## config.mk

```make
export PLATFORM = sky130hd
export DESIGN_NAME = stage3_mac_kernel_acc
export DESIGN_NICKNAME = d
export VERILOG_FILES = /design/src/rtl/stage3_mac_kernel_acc.sv
export SDC_FILE = /design/constraint.sdc
export NUM_CORES = 1
export LEC_CHECK = 0
export CORE_MARGIN = 3
export CORE_UTILIZATION = 55
export DETAILED_ROUTE_END_ITERATION = 12
export PLACE_DENSITY_LB_ADDON = 0.12
export SYNTH_ARGS = -nofsm -noshare
export SYNTH_HDL_FRONTEND = slang
export SYNTH_SLANG_ARGS = --single-unit
```

## constraint.sdc

```tcl
create_clock -name clk -period 5.7 [get_ports clk]
set_input_delay 0.57 -clock clk [delete_from_list [all_inputs] [get_ports clk]]
set_output_delay 0.57 -clock clk [all_outputs]
set_load 0.01 [all_outputs]
```

## src/rtl/stage3_mac_kernel_acc.sv

```systemverilog
// Multi-tap multiply-accumulate kernel for the stage-3 convolution path.
// Each beat carries CI features and CI weights. The per-channel products are
// reduced to one beat sum, and KTAPS beats are accumulated into one output
// pixel. The pixel is biased, round-shifted, saturated, optionally ReLU'd and
// emitted as a registered result with a one-cycle valid pulse.
// Pipeline: stage 1 registers products, stage 2 accumulates, stage 3 posts.
module stage3_mac_kernel_acc #(
    parameter int CI      = 3,
    parameter int IN_BW   = 8,
    parameter int W_BW    = 8,
    parameter int KTAPS   = 9,
    parameter int BIAS_BW = 16,
    parameter int ACC_BW  = IN_BW + W_BW + $clog2(CI * KTAPS) + 1,
    parameter int SHIFT   = 8,
    parameter int OUT_BW  = 8,
    parameter int RELU_EN = 0
) (
    input  logic                  clk,
    input  logic                  reset_n,
    input  logic                  i_clear,
    input  logic                  i_valid,
    input  logic [CI*IN_BW-1:0]   i_data,
    input  logic [CI*W_BW-1:0]    i_weight,
    input  logic [BIAS_BW-1:0]    i_bias,
    output logic                  o_valid,
    output logic [OUT_BW-1:0]     o_data,
    output logic                  o_sat,
    output logic                  o_busy
);

    localparam int P_BW   = IN_BW + W_BW;
    localparam int TAP_BW = (KTAPS > 1) ? $clog2(KTAPS) : 1;
    // Post-processing width: room for acc + bias plus the rounding increment.
    localparam int T_BW   = ((ACC_BW > BIAS_BW) ? ACC_BW : BIAS_BW) + 2;

    localparam logic [TAP_BW-1:0]      LAST_TAP = TAP_BW'(KTAPS - 1);
    // Half an LSB of the shifted result; evaluates to zero when SHIFT is 0.
    localparam logic signed [T_BW-1:0] ROUND    = T_BW'((64'd1 << SHIFT) >> 1);
    localparam logic signed [T_BW-1:0] OUT_MAX  = T_BW'((64'sd1 <<< (OUT_BW - 1)) - 64'sd1);
    localparam logic signed [T_BW-1:0] OUT_MIN  = T_BW'(-(64'sd1 <<< (OUT_BW - 1)));

    // Tap counter
    logic [TAP_BW-1:0] tap_q, tap_d;

    // Stage 1: registered products and window-position flags
    logic signed [P_BW-1:0] prod_q [CI];
    logic signed [P_BW-1:0] prod_d [CI];
    logic                   s1_valid_q, s1_valid_d;
    logic                   s1_first_q, s1_first_d;
    logic                   s1_last_q,  s1_last_d;
    logic [BIAS_BW-1:0]     s1_bias_q,  s1_bias_d;

    // Stage 2: accumulator
    logic signed [ACC_BW-1:0] beat_sum;
    logic signed [ACC_BW-1:0] acc_q, acc_d;
    logic                     s2_valid_q, s2_valid_d;
    logic                     s2_last_q,  s2_last_d;
    logic [BIAS_BW-1:0]       s2_bias_q,  s2_bias_d;

    // Stage 3: registered result
    logic signed [T_BW-1:0] t_sum;
    logic signed [T_BW-1:0] t_shift;
    logic [OUT_BW-1:0]      sat_val;
    logic                   sat_clip;
    logic                   o_valid_q, o_valid_d;
    logic [OUT_BW-1:0]      o_data_q,  o_data_d;
    logic                   o_sat_q,   o_sat_d;

    // Beat acceptance: multiply per channel, tag first/last, advance tap counter
    always_comb begin
        tap_d      = tap_q;
        s1_valid_d = 1'b0;
        s1_first_d = s1_first_q;
        s1_last_d  = s1_last_q;
        s1_bias_d  = s1_bias_q;
        for (int c = 0; c < CI; c++) begin
            prod_d[c] = prod_q[c];
        end
        if (i_clear) begin
            tap_d = '0;
        end else if (i_valid) begin
            s1_valid_d = 1'b1;
            s1_first_d = (tap_q == '0);
            s1_last_d  = (tap_q == LAST_TAP);
            if (tap_q == LAST_TAP) begin
                s1_bias_d = i_bias;
                tap_d     = '0;
            end else begin
                tap_d = tap_q + 1'b1;
            end
            for (int c = 0; c < CI; c++) begin
                prod_d[c] = $signed(i_data[c*IN_BW +: IN_BW]) * $signed(i_weight[c*W_BW +: W_BW]);
            end
        end
    end

    // Adder tree reducing the registered products to one sign-extended beat sum
    always_comb begin
        beat_sum = '0;
        for (int c = 0; c < CI; c++) begin
            beat_sum = beat_sum + ACC_BW'(prod_q[c]);
        end
    end

    // Accumulate: the first beat of a window restarts the sum
    always_comb begin
        acc_d      = acc_q;
        s2_valid_d = 1'b0;
        s2_last_d  = 1'b0;
        s2_bias_d  = s2_bias_q;
        if (i_clear) begin
            acc_d = '0;
        end else if (s1_valid_q) begin
            s2_valid_d = 1'b1;
            s2_last_d  = s1_last_q;
            if (s1_last_q) begin
                s2_bias_d = s1_bias_q;
            end
            acc_d = s1_first_q ? beat_sum : acc_q + beat_sum;
        end
    end

    // Bias, round-half-up shift and saturation of the completed window sum
    always_comb begin
        t_sum    = T_BW'(acc_q) + T_BW'($signed(s2_bias_q));
        t_shift  = (t_sum + ROUND) >>> SHIFT;
        sat_clip = 1'b0;
        sat_val  = t_shift[OUT_BW-1:0];
        if (t_shift > OUT_MAX) begin
            sat_clip = 1'b1;
            sat_val  = OUT_MAX[OUT_BW-1:0];
        end else if (t_shift < OUT_MIN) begin
            sat_clip = 1'b1;
            sat_val  = OUT_MIN[OUT_BW-1:0];
        end
    end

    // Output stage: result and clip flag are held between valid pulses
    always_comb begin
        o_valid_d = s2_last_q & ~i_clear;
        o_data_d  = o_data_q;
        o_sat_d   = o_sat_q;
        if (o_valid_d) begin
            o_sat_d  = sat_clip;
            o_data_d = ((RELU_EN != 0) && t_shift[T_BW-1]) ? '0 : sat_val;
        end
    end

    // State registers for counter, pipeline and output
    always_ff @(posedge clk or negedge reset_n) begin
        if (!reset_n) begin
            tap_q      <= '0;
            s1_valid_q <= 1'b0;
            s1_first_q <= 1'b0;
            s1_last_q  <= 1'b0;
            s1_bias_q  <= '0;
            for (int c = 0; c < CI; c++) begin
                prod_q[c] <= '0;
            end
            acc_q      <= '0;
            s2_valid_q <= 1'b0;
            s2_last_q  <= 1'b0;
            s2_bias_q  <= '0;
            o_valid_q  <= 1'b0;
            o_data_q   <= '0;
            o_sat_q    <= 1'b0;
        end else begin
            tap_q      <= tap_d;
            s1_valid_q <= s1_valid_d;
            s1_first_q <= s1_first_d;
            s1_last_q  <= s1_last_d;
            s1_bias_q  <= s1_bias_d;
            for (int c = 0; c < CI; c++) begin
                prod_q[c] <= prod_d[c];
            end
            acc_q      <= acc_d;
            s2_valid_q <= s2_valid_d;
            s2_last_q  <= s2_last_d;
            s2_bias_q  <= s2_bias_d;
            o_valid_q  <= o_valid_d;
            o_data_q   <= o_data_d;
            o_sat_q    <= o_sat_d;
        end
    end

    assign o_valid = o_valid_q;
    assign o_data  = o_data_q;
    assign o_sat   = o_sat_q;
    assign o_busy  = (tap_q != '0) | s1_valid_q | s2_valid_q | o_valid_q;

endmodule

```

==> run metrics <==
CP Launch Point=prod_q[1]; Slew headroom=0.375; Leak=8.36 nW; met2 global-route usage=0.374; asr flop ratio synth=1.00; total gr overflow=0; syn_area_per_cell=9.47 um^2; Warnings, synthesis=0; CTS clock-pin slew for the worst setup and hold paths=60 ps; cts hold-fix bufs=0; Post-DRT Antenna Nets=0; grt met1 use=0.293; Routed Wire Length=29.6 mm; Vias/cell=5.37; reg2reg setup slack=490 ps; Worst-Margin Slew=935 ps; clock buffer count from CTS=17; worst r2r src=prod_q[1]; Antenna Cells=0; CTS Sinks=121; Root Driver=clkbuf_16; drt drc=0; crit path max fanout=6; PortBufs=78; Initial Utilization=0.565; H-tree Lvls=4; initial antenna violation count=0; layout cell share with drive strength beyond 1=0.0535; DIE AREA=29,000 um^2; setup TNS=0 ps; PwrDens=551 nW/um^2; post-synthesis sequential area ratio=0.204; FP Rows=59; Yosys reg bits=121; Iter 0 DRT Violations=473; post-cts repair resize count=0; most frequent cells in the layout=inv_1, fa_1, ha_1, nand2_1; Period minus WS final=5210 ps; Syn Inst Count=1,569; Worst Setup Start Kind=flop; Hold WC Path Type=input pin to async pin; Max clock buf depth=2; Top-Level Pins=79; worst vdd ir=376 uV; number of synthesized flops with an enable pin=0; core footprint=26,300 um^2; vias in the first global route=11,100; unrepaired setup endpoints after global routing=false; Placer Congestion=0.860; Post-CTS Setup Bufs=0; most common cell after layout, fill and taps aside=inv_1; Clock Latency Late Sink=430 ps; critical path endpoint category=flop; Final Cycle Share=0.914; Final nets=2,069; CTS tree=built; M3 GR Usage=0.0260; synthesized area=14,900 um^2; R2R depth=23; CP Class=flop to flop; HPWL Detailed=24.2 mm; drt pass-1 iters=5; status=complete, no violations; die height=170 um; max-cap check violation count=0; final number of setup-violating endpoints=0; routed len/inst=14.8 um; gr busiest metal=met2; worst clock skew=10.1 ps; first-pass GRT wire length=51.7 mm; worst path required time=6000 ps; count of final max-slew check failures=0; syn nets=1,988; Die W=170 um; via count=10,700; final hold slack=242 ps; final hold vios=0; Data arrival, critical path=5510 ps; Cell variety after synth=64; ys flop type=dfrtp_1; fmax=192 MHz; Tot GR Track Use=0.216; largest net degree at the start of global routing=81; reg-to-reg endpoint=acc_q[21]; layout overhead on the synthesized area=12.1%
layer usage:
layer	part of all wire	vias to the layer above
li1	-	5291
met1	0.46	5259
met2	0.50	149
met3	0.026	29
met4	0.016	0
met5	0	-
worst max-delay path, cell delays in order, from the launching register on:
cell and delay, ps:
dfrtp_1 330, inv_1 120, fa_1 560, inv_1 40, ha_1 200, inv_1 70
fa_1 200, nor2b_1 70, o31a_1 270, o21a_1 190, a21bo_2 230, a21o_1 200
a21o_1 180, a21oi_1 180, xnor2_1 120, ha_1 390, and4_1 250, o211ai_1 100
o21ai_0 420, nand3_1 180, a31o_2 280, a21oi_1 190, mux2i_1 230, a21oi_1 90
worst max-delay path by stage:
stage | cells after the start | slack (ps) | to
6_report | 23 | 490 | acc_q[21]
3_3_place_gp | 21 | 330 | prod_q[14]
4_1_cts | 23 | 480 | acc_q[21]
3_5_place_dp | 21 | 240 | prod_q[14]
2_1_floorplan | 19 | 1120 | prod_q[15]
5_1_grt | 23 | 240 | acc_q[21]
state kept, by name (all words and copies together) (netlist names):
register    count
o_data          8
s1_valid_q      1
s1_first_q      1
s2_bias_q      16
s1_bias_q      16
prod_q         48
o_sat           1
tap_q           4
acc_q          22
s2_valid_q      1
s2_last_q       1
o_valid         1
s1_last_q       1
Yosys cell counts, types with 9 or more instances:
| cell type | count | area (um^2) |
|---|---|---|
| mux2_2 | 31 | 349 |
| a21boi_0 | 10 | 75.1 |
| dfrtp_1 | 121 | 3030 |
| nand3_1 | 12 | 60.1 |
| a21oi_1 | 50 | 250 |
| a211oi_1 | 11 | 82.6 |
| clkbuf_1 | 18 | 67.6 |
| nor3_1 | 16 | 80.1 |
| o31ai_1 | 9 | 67.6 |
| nor2_1 | 74 | 278 |
| nand2b_1 | 25 | 156 |
| o22a_1 | 9 | 78.8 |
| and2_1 | 121 | 757 |
| a21o_1 | 23 | 173 |
| o21ai_0 | 84 | 420 |
| o21a_1 | 11 | 82.6 |
| nand2_1 | 161 | 604 |
| inv_1 | 242 | 908 |
| ha_1 | 168 | 2100 |
| xor2_1 | 30 | 263 |
| fa_1 | 183 | 3660 |
| nor2b_1 | 12 | 75.1 |
| xnor2_1 | 46 | 403 |
final cells by class:
type | count | area (um^2)
Multi-Input combinational cell | 1181 | 10800
Fill cell | 2223 | 9620
Sequential cell | 121 | 3030
Inverter | 243 | 912
Timing Repair Buffer | 86 | 838
Clock buffer | 19 | 453
Tap cell | 335 | 419
Clock inverter | 13 | 179
kinds of logic (layout without fill, tap and decap cells):
logic type      Yosys count  count (layout)  synth area share
compound gates          255             255             0.111
xor+xnor                 77              77            0.0459
fa+ha+maj               351             351             0.388
buf+inv                 267             361            0.0675
flops                   121             121             0.204
mux                      38              38            0.0282
simple gates            460             460             0.156
per-stage QoR:
stage	area [um^2]	cells	util	power [mW]	setup WS [ps]
after global routing	16700	1998	0.634	10.2	238
final	16700	1998	0.634	9.18	492
after detailed placement	16000	1966	0.610	8.00	241
after global placement	16000	1966	0.610	7.84	328
after CTS	16700	1998	0.634	9.22	481
after floorplan	14900	1569	-	6.62	1120
power breakdown:
group	total, mW	internal, mW	leakage [nW]	switching (mW)
Sequential	1.25	1.06	1.58	0.191
Clock	1.16	0.724	0.308	0.432
Combinational	6.78	3.05	6.47	3.73
Total	9.18	4.83	8.36	4.35
Note: power is estimated with default switching activity, not from simulation.
